[src/rtl/pl_hazard_pkg.sv]
// Shared encodings and FSM state type for the pipeline hazard / forwarding controller.
package pl_hazard_pkg;

    localparam logic [1:0] FWD_RF   = 2'b00;
    localparam logic [1:0] FWD_W    = 2'b01;
    localparam logic [1:0] FWD_M    = 2'b10;
    localparam logic [1:0] RES_LOAD = 2'b01;

    typedef enum logic [1:0] {
        RUN      = 2'd0,
        MEM_WAIT = 2'd1,
        ERR      = 2'd2
    } hz_state_e;

endpackage

[src/rtl/pl_hazard_ctrl_if.sv]
// Bundle between the pipeline datapath (master) and the hazard controller (slave).
interface pl_hazard_ctrl_if #(
    parameter int CNT_W = 32
);
    logic [4:0]       Rs1D, Rs2D;
    logic [4:0]       Rs1E, Rs2E, RdE;
    logic [1:0]       ResultSrcE;
    logic             PCSrcE;
    logic [4:0]       RdM;
    logic             RegWriteM;
    logic             MemReqM;
    logic             MemReadyM;
    logic [4:0]       RdW;
    logic             RegWriteW;
    logic             StallF, StallD, StallE, StallM;
    logic             FlushD, FlushE, FlushW;
    logic [1:0]       ForwardAE, ForwardBE;
    logic             mem_err;
    logic [CNT_W-1:0] stall_cnt, flush_cnt;

    modport master (
        output Rs1D, Rs2D, Rs1E, Rs2E, RdE, ResultSrcE, PCSrcE,
               RdM, RegWriteM, MemReqM, MemReadyM, RdW, RegWriteW,
        input  StallF, StallD, StallE, StallM, FlushD, FlushE, FlushW,
               ForwardAE, ForwardBE, mem_err, stall_cnt, flush_cnt
    );

    modport slave (
        input  Rs1D, Rs2D, Rs1E, Rs2E, RdE, ResultSrcE, PCSrcE,
               RdM, RegWriteM, MemReqM, MemReadyM, RdW, RegWriteW,
        output StallF, StallD, StallE, StallM, FlushD, FlushE, FlushW,
               ForwardAE, ForwardBE, mem_err, stall_cnt, flush_cnt
    );

endinterface

[src/rtl/pl_fwd_sel.sv]
// Forwarding select for one execute-stage ALU operand; M result wins over W result.
module pl_fwd_sel
    import pl_hazard_pkg::*;
(
    input  logic [4:0] i_rs,
    input  logic [4:0] i_rd_m,
    input  logic       i_reg_write_m,
    input  logic [4:0] i_rd_w,
    input  logic       i_reg_write_w,
    output logic [1:0] o_fwd
);

    always_comb begin
        o_fwd = FWD_RF;
        if (i_reg_write_m && (i_rd_m != 5'd0) && (i_rd_m == i_rs)) begin
            o_fwd = FWD_M;
        end else if (i_reg_write_w && (i_rd_w != 5'd0) && (i_rd_w == i_rs)) begin
            o_fwd = FWD_W;
        end
    end

endmodule

[src/rtl/pl_hazard_ctrl.sv]
// Pipeline stall/flush/forwarding controller with data-memory wait timeout FSM.
// Optional performance counters are built when PL_HAZARD_PERF_CNT_EN is defined.
module pl_hazard_ctrl
    import pl_hazard_pkg::*;
#(
    parameter int MEM_TIMEOUT = 16,
    parameter int CNT_W       = 32
) (
    input  logic        clk,
    input  logic        rst_n,
    pl_hazard_ctrl_if.slave hz
);

    localparam logic [7:0] TIMEOUT_CNT = 8'(MEM_TIMEOUT);

    hz_state_e  r_state, w_state_next;
    logic [7:0] r_wcnt, w_wcnt_next;
    logic       r_mem_err;

    logic       w_mem_hold, w_lw_stall, w_hold_all, w_fwd_zero;
    logic [1:0] w_fwd_a, w_fwd_b;
    logic       w_stall_f, w_stall_d, w_stall_e, w_stall_m;
    logic       w_flush_d, w_flush_e, w_flush_w;
    logic [1:0] w_fwd_ae, w_fwd_be;

    pl_fwd_sel u_fwd_a (
        .i_rs          (hz.Rs1E),
        .i_rd_m        (hz.RdM),
        .i_reg_write_m (hz.RegWriteM),
        .i_rd_w        (hz.RdW),
        .i_reg_write_w (hz.RegWriteW),
        .o_fwd         (w_fwd_a)
    );

    pl_fwd_sel u_fwd_b (
        .i_rs          (hz.Rs2E),
        .i_rd_m        (hz.RdM),
        .i_reg_write_m (hz.RegWriteM),
        .i_rd_w        (hz.RdW),
        .i_reg_write_w (hz.RegWriteW),
        .o_fwd         (w_fwd_b)
    );

    assign w_mem_hold = hz.MemReqM && !hz.MemReadyM;
    assign w_lw_stall = (hz.ResultSrcE == RES_LOAD) && (hz.RdE != 5'd0) &&
                        ((hz.RdE == hz.Rs1D) || (hz.RdE == hz.Rs2D));

    // Next-state logic; w_hold_all freezes every stage and bubbles W.
    always_comb begin
        w_state_next = r_state;
        w_wcnt_next  = r_wcnt;
        w_hold_all   = 1'b0;
        w_fwd_zero   = 1'b0;
        case (r_state)
            RUN: begin
                if (w_mem_hold) begin
                    w_hold_all   = 1'b1;
                    w_state_next = MEM_WAIT;
                    w_wcnt_next  = 8'd1;
                end
            end
            MEM_WAIT: begin
                if (w_mem_hold) begin
                    w_hold_all  = 1'b1;
                    w_wcnt_next = r_wcnt + 8'd1;
                    if (r_wcnt == TIMEOUT_CNT) begin
                        w_state_next = ERR;
                    end
                end else begin
                    w_state_next = RUN;
                    w_wcnt_next  = 8'd0;
                end
            end
            ERR: begin
                w_hold_all = 1'b1;
                w_fwd_zero = 1'b1;
            end
            default: begin
                w_state_next = RUN;
                w_wcnt_next  = 8'd0;
            end
        endcase
    end

    // Reset is folded in combinationally so the unreset pipeline registers clear at once.
    always_comb begin
        w_stall_f = 1'b0;
        w_stall_d = 1'b0;
        w_stall_e = 1'b0;
        w_stall_m = 1'b0;
        w_flush_d = 1'b0;
        w_flush_e = 1'b0;
        w_flush_w = 1'b0;
        w_fwd_ae  = w_fwd_a;
        w_fwd_be  = w_fwd_b;
        if (!rst_n) begin
            w_flush_d = 1'b1;
            w_flush_e = 1'b1;
            w_flush_w = 1'b1;
            w_fwd_ae  = FWD_RF;
            w_fwd_be  = FWD_RF;
        end else if (w_hold_all) begin
            w_stall_f = 1'b1;
            w_stall_d = 1'b1;
            w_stall_e = 1'b1;
            w_stall_m = 1'b1;
            w_flush_w = 1'b1;
            if (w_fwd_zero) begin
                w_fwd_ae = FWD_RF;
                w_fwd_be = FWD_RF;
            end
        end else begin
            w_stall_f = w_lw_stall;
            w_stall_d = w_lw_stall;
            w_flush_d = hz.PCSrcE;
            w_flush_e = w_lw_stall | hz.PCSrcE;
        end
    end

    always_ff @(posedge clk or negedge rst_n) begin
        if (!rst_n) begin
            r_state   <= RUN;
            r_wcnt    <= 8'd0;
            r_mem_err <= 1'b0;
        end else begin
            r_state   <= w_state_next;
            r_wcnt    <= w_wcnt_next;
            r_mem_err <= (w_state_next == ERR);
        end
    end

    assign hz.StallF    = w_stall_f;
    assign hz.StallD    = w_stall_d;
    assign hz.StallE    = w_stall_e;
    assign hz.StallM    = w_stall_m;
    assign hz.FlushD    = w_flush_d;
    assign hz.FlushE    = w_flush_e;
    assign hz.FlushW    = w_flush_w;
    assign hz.ForwardAE = w_fwd_ae;
    assign hz.ForwardBE = w_fwd_be;
    assign hz.mem_err   = r_mem_err;

`ifdef PL_HAZARD_PERF_CNT_EN
    logic [CNT_W-1:0] r_stall_cnt, r_flush_cnt;

    always_ff @(posedge clk or negedge rst_n) begin
        if (!rst_n) begin
            r_stall_cnt <= '0;
            r_flush_cnt <= '0;
        end else begin
            if (w_stall_f && !(&r_stall_cnt)) begin
                r_stall_cnt <= r_stall_cnt + CNT_W'(1);
            end
            if ((w_flush_d || w_flush_e) && !(&r_flush_cnt)) begin
                r_flush_cnt <= r_flush_cnt + CNT_W'(1);
            end
        end
    end

    assign hz.stall_cnt = r_stall_cnt;
    assign hz.flush_cnt = r_flush_cnt;
`else
    assign hz.stall_cnt = {CNT_W{1'b0}};
    assign hz.flush_cnt = {CNT_W{1'b0}};
`endif

endmodule

[src/flat_wrapper.sv]
// flat-port wrapper written by rule: the top's interface ports become plain ports
module pl_hazard_ctrl_flat import pl_hazard_pkg::*;
#(
    parameter int MEM_TIMEOUT = 16,
    parameter int CNT_W       = 32
)
  (clk, rst_n, hz_Rs1D, hz_Rs2D, hz_Rs1E, hz_Rs2E, hz_RdE, hz_ResultSrcE, hz_PCSrcE, hz_RdM, hz_RegWriteM, hz_MemReqM, hz_MemReadyM, hz_RdW, hz_RegWriteW, hz_StallF, hz_StallD, hz_StallE, hz_StallM, hz_FlushD, hz_FlushE, hz_FlushW, hz_ForwardAE, hz_ForwardBE, hz_mem_err, hz_stall_cnt, hz_flush_cnt);
  pl_hazard_ctrl_if #(.CNT_W(CNT_W)) hz_i ();
  input  logic clk;
  input  logic rst_n;
  input wire logic [$bits(hz_i.Rs1D)-1:0] hz_Rs1D;
  input wire logic [$bits(hz_i.Rs2D)-1:0] hz_Rs2D;
  input wire logic [$bits(hz_i.Rs1E)-1:0] hz_Rs1E;
  input wire logic [$bits(hz_i.Rs2E)-1:0] hz_Rs2E;
  input wire logic [$bits(hz_i.RdE)-1:0] hz_RdE;
  input wire logic [$bits(hz_i.ResultSrcE)-1:0] hz_ResultSrcE;
  input wire logic [$bits(hz_i.PCSrcE)-1:0] hz_PCSrcE;
  input wire logic [$bits(hz_i.RdM)-1:0] hz_RdM;
  input wire logic [$bits(hz_i.RegWriteM)-1:0] hz_RegWriteM;
  input wire logic [$bits(hz_i.MemReqM)-1:0] hz_MemReqM;
  input wire logic [$bits(hz_i.MemReadyM)-1:0] hz_MemReadyM;
  input wire logic [$bits(hz_i.RdW)-1:0] hz_RdW;
  input wire logic [$bits(hz_i.RegWriteW)-1:0] hz_RegWriteW;
  output wire logic [$bits(hz_i.StallF)-1:0] hz_StallF;
  output wire logic [$bits(hz_i.StallD)-1:0] hz_StallD;
  output wire logic [$bits(hz_i.StallE)-1:0] hz_StallE;
  output wire logic [$bits(hz_i.StallM)-1:0] hz_StallM;
  output wire logic [$bits(hz_i.FlushD)-1:0] hz_FlushD;
  output wire logic [$bits(hz_i.FlushE)-1:0] hz_FlushE;
  output wire logic [$bits(hz_i.FlushW)-1:0] hz_FlushW;
  output wire logic [$bits(hz_i.ForwardAE)-1:0] hz_ForwardAE;
  output wire logic [$bits(hz_i.ForwardBE)-1:0] hz_ForwardBE;
  output wire logic [$bits(hz_i.mem_err)-1:0] hz_mem_err;
  output wire logic [$bits(hz_i.stall_cnt)-1:0] hz_stall_cnt;
  output wire logic [$bits(hz_i.flush_cnt)-1:0] hz_flush_cnt;
  assign hz_i.Rs1D = hz_Rs1D;
  assign hz_i.Rs2D = hz_Rs2D;
  assign hz_i.Rs1E = hz_Rs1E;
  assign hz_i.Rs2E = hz_Rs2E;
  assign hz_i.RdE = hz_RdE;
  assign hz_i.ResultSrcE = hz_ResultSrcE;
  assign hz_i.PCSrcE = hz_PCSrcE;
  assign hz_i.RdM = hz_RdM;
  assign hz_i.RegWriteM = hz_RegWriteM;
  assign hz_i.MemReqM = hz_MemReqM;
  assign hz_i.MemReadyM = hz_MemReadyM;
  assign hz_i.RdW = hz_RdW;
  assign hz_i.RegWriteW = hz_RegWriteW;
  assign hz_StallF = hz_i.StallF;
  assign hz_StallD = hz_i.StallD;
  assign hz_StallE = hz_i.StallE;
  assign hz_StallM = hz_i.StallM;
  assign hz_FlushD = hz_i.FlushD;
  assign hz_FlushE = hz_i.FlushE;
  assign hz_FlushW = hz_i.FlushW;
  assign hz_ForwardAE = hz_i.ForwardAE;
  assign hz_ForwardBE = hz_i.ForwardBE;
  assign hz_mem_err = hz_i.mem_err;
  assign hz_stall_cnt = hz_i.stall_cnt;
  assign hz_flush_cnt = hz_i.flush_cnt;
  pl_hazard_ctrl #(.MEM_TIMEOUT(MEM_TIMEOUT), .CNT_W(CNT_W)) u_core (.clk(clk), .rst_n(rst_n), .hz(hz_i));
endmodule
[config.mk]
export PLATFORM = sky130hd
export DESIGN_NAME = pl_hazard_ctrl_flat
export DESIGN_NICKNAME = d
export VERILOG_FILES = /design/src/rtl/pl_hazard_pkg.sv /design/src/rtl/pl_hazard_ctrl_if.sv /design/src/rtl/pl_fwd_sel.sv /design/src/rtl/pl_hazard_ctrl.sv /design/src/flat_wrapper.sv
export SDC_FILE = /design/constraint.sdc
export NUM_CORES = 1
export LEC_CHECK = 0
export BUFFER_PORTS_ARGS = -buffer_cell sky130_fd_sc_hd__buf_2
export CORE_ASPECT_RATIO = 1.1
export CORE_UTILIZATION = 30
export DETAILED_ROUTE_END_ITERATION = 16
export HOLD_SLACK_MARGIN = 0.05
export PLACE_DENSITY = 0.66
export RECOVER_POWER = 25
export SETUP_SLACK_MARGIN = 0.02
export SKIP_CTS_REPAIR_TIMING = 1
export SLEW_MARGIN = 20
export SYNTH_ARGS = -nofsm -noshare
export SYNTH_HDL_FRONTEND = slang
export SYNTH_SLANG_ARGS = --single-unit
export TNS_END_PERCENT = 50
[constraint.sdc]
create_clock -name clk -period 1.45 [get_ports clk]
set_clock_uncertainty 0.05 [all_clocks]
set_input_delay 0.0725 -clock clk [delete_from_list [all_inputs] [get_ports clk]]
set_output_delay 0.0725 -clock clk [all_outputs]
set_load 0.01 [all_outputs]
After elaboration in Yosys (flattened, before gate mapping)
Cells that the tools add are included.
{"block": "word_totals", "word_cells": 64, "register_bits": 11, "latchBits": 0, "memories": 0, "input_bits": 44, "output_inout_bits": 76, "ram_bits": 0, "mem_bits_ro": 0}
{"block": "op_classes", "addsub": 1, "bitwise": 2, "n_eq_ne": 12, "div": 0, "n_lt_le_gt_ge": 0, "shifts": 0, "mux": 29, "n_reduce_logical": 17, "multipliers": 0}
{"operator": "== test 5 bit", "count": 6}
{"operator": "case mux 8 bit (3 select lines)", "count": 1}
{"operator": "2-to-1 mux 2 bit", "count": 11}
{"operator": "2-to-1 mux 8 bit", "count": 2}
{"operator": "nonzero test 5 bit", "count": 3}
{"operator": "2-to-1 mux 1 bit", "count": 13}
{"operator": "logical AND 1 bit", "count": 9}
{"operator": "adder 8 x 1 -> 8 bit, second input constant", "count": 1}
{"operator": "== test 8 x 5 -> 1 bit, second input constant", "count": 1}
{"operator": "case mux 2 bit (3 select lines)", "count": 1}
{"operator": "== test 2 x 1 -> 1 bit, second input constant", "count": 2}
{"operator": "== test 2 bit, second input constant", "count": 2}
{"operator": "logical NOT 2 bit", "count": 1}
{"operator": "inequality test 2 x 1 -> 1 bit, second input constant", "count": 1}
{"operator": "case mux 1 bit (2 select lines)", "count": 1}
{"operator": "AND reduction 2 bit", "count": 1}
{"operator": "OR reduction 2 bit", "count": 1}
{"operator": "logical NOT 1 bit", "count": 1}
{"operator": "logical OR 1 bit", "count": 1}
{"operator": "NOT 1 bit", "count": 1}
{"operator": "bitwise OR 1 bit", "count": 1}

Depth between registers and ports, before layout
{"block": "depth", "word_depth": 8, "ltp_mapped": 5}

Modules after synthesis
Synthesis repeated with hierarchy kept, for this count alone.
{"block": "hier_totals", "cells_unflattened": 196, "hier_area_um2": 1575.3}
{"mod": "pl_hazard_ctrl", "area_per_inst_um2": 1272.5, "n_inst": 1, "seq_area_each_um2": 275.3, "cells_per_inst": 156}
{"mod": "pl_fwd_sel", "area_per_inst_um2": 151.4, "n_inst": 2, "seq_area_each_um2": 0.0, "cells_per_inst": 20}

Worst setup path before layout
No wires, ideal clock.
{"block": "synth_timing", "kind": "flip-flop to output port", "from": "register u_core.r_state[1]", "to": "output port hz_StallF", "arrival_time_ns": 1.517, "required_time_ns": 1.327, "stages_incl_launch_ff": 6, "setup_slack_ns": -0.190, "path_cell_list": "dfrtp_1 -> or3b_1 -> a21boi_1 -> inv_1 -> o41ai_1 -> buf_4"}
{"block": "synth_via", "elab_chain_len": 5, "word_cells_on_any_way": 7, "cone_classes": "2 x eq/ne; 3 x mux; 2 x reduce/logical"}
{"element": "start: declaration", "line": "pl_hazard_ctrl.sv:16", "text": "hz_state_e r_state, w_state_next;"}
{"element": "start signal: assignment", "line": "pl_hazard_ctrl.sv:126", "text": "r_state <= w_state_next;"}
{"element": "== test 2 x 1 -> 1 bit or logical NOT 2 bit (tied branches)", "line": "pl_hazard_ctrl.sv:54", "text": "case (r_state)"}
{"element": "OR reduction 2 bit (no source line)"}
{"element": "case mux 1 bit (2 select lines) (*)", "line": "pl_hazard_ctrl.sv:54"}
{"element": "2-to-1 mux 1 bit (*) (2 in series)"}
{"element": "end: declaration", "line": "flat_wrapper.sv:24", "text": "output wire logic [$bits(hz_i.StallF)-1:0] hz_StallF;"}
Every way passes the cells marked *; elsewhere a longest branch is shown, timed or not.

Worst setup path in the final report
{"block": "layout_timing", "from": "register u_core.r_state[1]", "to": "output port hz_FlushE"}
{"block": "layout_via", "elab_chain_len": 5, "word_cells_on_any_way": 7, "cone_classes": "2 x eq/ne; 3 x mux; 2 x reduce/logical"}
{"element": "== test 2 x 1 -> 1 bit or logical NOT 2 bit (tied branches)", "line": "pl_hazard_ctrl.sv:54"}
{"element": "OR reduction 2 bit (no source line)"}
{"element": "case mux 1 bit (2 select lines) (*)", "line": "pl_hazard_ctrl.sv:54"}
{"element": "2-to-1 mux 1 bit (*)", "line": "pl_hazard_ctrl.sv:102", "text": "end else if (w_hold_all) begin"}
{"element": "2-to-1 mux 1 bit (*)", "line": "pl_hazard_ctrl.sv:96", "text": "if (!rst_n) begin"}
{"element": "end: declaration", "line": "flat_wrapper.sv:29", "text": "output wire logic [$bits(hz_i.FlushE)-1:0] hz_FlushE;"}
Marked as above.

==> results.json <==
{
  "status": "finished with violations",
  "violations": "negative setup slack",
  "die_h_um": 77.0,
  "dr.pass1.iters": 4,
  "coreArea_um2": 4780,
  "grt.overflow.total": 0,
  "hold_class": "input port to register",
  "htreeDepth": 1,
  "fin_nets": 304,
  "cts_sinks": 11,
  "grt_util_all_layers_pct": 10.8,
  "cp.required_ps": 1330,
  "cts_buffers": 3,
  "period_share_pct": 123,
  "nFillCells": 524,
  "drcViolationCount": 0,
  "critPathKind": "register to primary output",
  "io-pin-count": 120,
  "wl_per_cell_um": 10.4,
  "insertion_delay_ps": 240,
  "vias": 1298,
  "setup_viol": 12,
  "io_buffers": 55,
  "dp_hpwl_mm": 2.78,
  "antenna_left": 0,
  "grt_pass1_wl_mm": 4.71,
  "rsz0062_at_grt": "yes",
  "slew_violations": 0,
  "startpoint_type": "register",
  "cts_tree": "yes",
  "cellPowerDensity_nw_per_um2": 521,
  "post_synth_main_area_contributors": "buf_4 32%, dfrtp_1 18%, xor2_1 11%",
  "cts_root_buf": "clkbuf_8",
  "grt_max_degree": 17,
  "drv_cap": 0,
  "antenna_found_initial": 0,
  "rr_endpoint": "u_core.r_wcnt[6]",
  "dieArea_um2": 5400,
  "clk_pin_slew_ps": 50,
  "synth_top_area_share_pct": 32.3,
  "initial_core_util_pct": 32.1,
  "hold_viol": 0,
  "fin_area_um2": 1810,
  "min_period_ps": 1780,
  "yosys_warnings": 0,
  "drtIter0Drc": 16,
  "relSlewSlack_pct": 64.4,
  "synth_cells": 190,
  "worst_pin_slew_ps": 532,
  "cts_buffer_depth": 2,
  "total_leakage_power_nw": 0.918,
  "reg2reg_slack_ps": -90,
  "gp_congestion": 0.865,
  "fmax_mhz": 562,
  "reg2regPathDepth": 6,
  "r2r-start": "u_core.r_state[1]",
  "avgSynthCellArea_um2": 8.07,
  "async_flop_share_pct": 100,
  "drt-total-wl_mm": 3.26,
  "die-width_um": 70.2,
  "rows": 26,
  "ir_worst_vdd_uv": 445,
  "fin_setup_tns_ps": -1640,
  "synth_edf_count": 0,
  "hold_depth": 4,
  "drive_gt1_share_pct": 30.0,
  "vias_per_cell": 4.15,
  "seq_area_frac_synth_pct": 18.0,
  "syn_area_um2": 1530,
  "finalPower_uw": 941,
  "ys_types": 37,
  "min_to": "u_core.r_wcnt[7]",
  "cp_data_arrival_time_ps": 1660,
  "grt_pass1_vias": 1088,
  "worst_setup_path_end_kind": "primary output",
  "place_area_um2": 1700,
  "ys_seq_elements": 11,
  "synth_ff_type": "dfrtp_1",
  "n_antenna_cell": 0,
  "fin_ws_ps": -328,
  "synth_top_cell_by_area": "buf_4",
  "hp-start": "hz_MemReadyM",
  "critPathMaxFanout": 5,
  "areaGrowthSynthToFinish_pct": 17.8
}
==> layout make-up <==
type	count	area (um^2)	area share, %
timing repair buffer	68	379	21.0
multi-input combinational	169	1020	56.3
clock buffer	4	45.0	2.49
sequential	11	275	15.2
inverter	5	18.8	1.04
tap	56	70.1	3.88
==> cell usage after synthesis (2+ instances only) <==
master	count
or4_1	2
and3_1	3
clkbuf_1	2
nor4_1	2
o21ai_0	3
dfrtp_1	11
nand4_1	2
nand2_1	11
inv_1	5
nor3_1	7
o22ai_1	4
buf_4	66
xnor2_1	16
nor3_2	2
nor2_1	4
ha_1	2
xor2_1	19
nand3_1	10
==> registers in the layout (all words and copies together), names as in the netlist <==
register / count
u_core.r_wcnt: 8
u_core.hz.mem_err: 1
u_core.r_state: 2
==> worst max-delay path, stage by stage (launching register included) <==
cell      delay (ps)
dfrtp_1          380
or2b_4           220
a21boi_4          60
or4b_4           520
o21bai_4         130
buf_6            110
==> layer usage <==
layer | up-vias | global-route usage (%) | part of all wire [%]
li1 | 639 | - | -
met1 | 588 | 13.3 | 42
met2 | 68 | 19.3 | 51
met3 | 3 | 2.76 | 6.8
met4 | 0 | 1.20 | 0.25
met5 | - | 0 | 0
==> through the flow <==
step | instances | hold WS, ps | utilization (%) | setup slack, ps
3_3_place_gp | 306 | 17.2 | 35.6 | -45.5
6_report | 313 | 287 | 37.8 | -328
5_1_grt | 313 | 304 | 37.8 | -384
2_1_floorplan | 253 | -273 | - | -22.8
3_5_place_dp | 306 | 15.4 | 35.6 | -69.7
4_1_cts | 310 | -240 | 36.5 | -327
==> worst max-delay path by stage <==
stage                     end  depth (start not counted)               from  slack, ps
floorplan           hz_StallF                          5  u_core.r_state[1]        -20
global placement    hz_FlushE                          5  u_core.r_state[1]        -50
detailed placement  hz_FlushE                          5  u_core.r_state[1]        -70
CTS                 hz_FlushE                          5  u_core.r_state[1]       -330
global route        hz_FlushE                          5  u_core.r_state[1]       -380
finish              hz_FlushE                          5  u_core.r_state[1]       -330
==> kinds of logic after synthesis <==
| logic type | share of synthesized area, % |
|---|---|
| flip-flops | 18.0 |
| XOR/XNOR | 20.0 |
| AO/OA/AOI/OAI | 7.02 |
| buffers and inverters | 34.0 |
| adder cells (fa/ha/maj) | 1.63 |
| AND/OR/NAND/NOR | 18.4 |
| other | 0.245 |
| multiplexers | 0.653 |
==> power by group <==
group / total [mW] / internal, mW / switching (mW)
registers: 0.310 / 0.309 / 0.000894
clock network: 0.307 / 0.193 / 0.114
logic: 0.325 / 0.129 / 0.196
total: 0.941 / 0.631 / 0.310
==> cell usage in the layout, fill, tap and decap left out, types with 3 or more instances in the layout <==
master | Yosys | layout
o21ai_0 | 3 | 3
clkbuf_8 | 0 | 3
and3_1 | 3 | 3
conb_1 | 1 | 64
xor2_1 | 19 | 19
nor3_1 | 7 | 7
nand3_1 | 10 | 10
xnor2_1 | 16 | 16
dfrtp_1 | 11 | 11
clkbuf_1 | 2 | 4
nor2_1 | 4 | 4
buf_2 | 0 | 52
inv_1 | 5 | 5
nand2_1 | 11 | 11
o22ai_1 | 4 | 4
buf_4 | 66 | 10
Note: power is estimated with default switching activity, not from simulation.
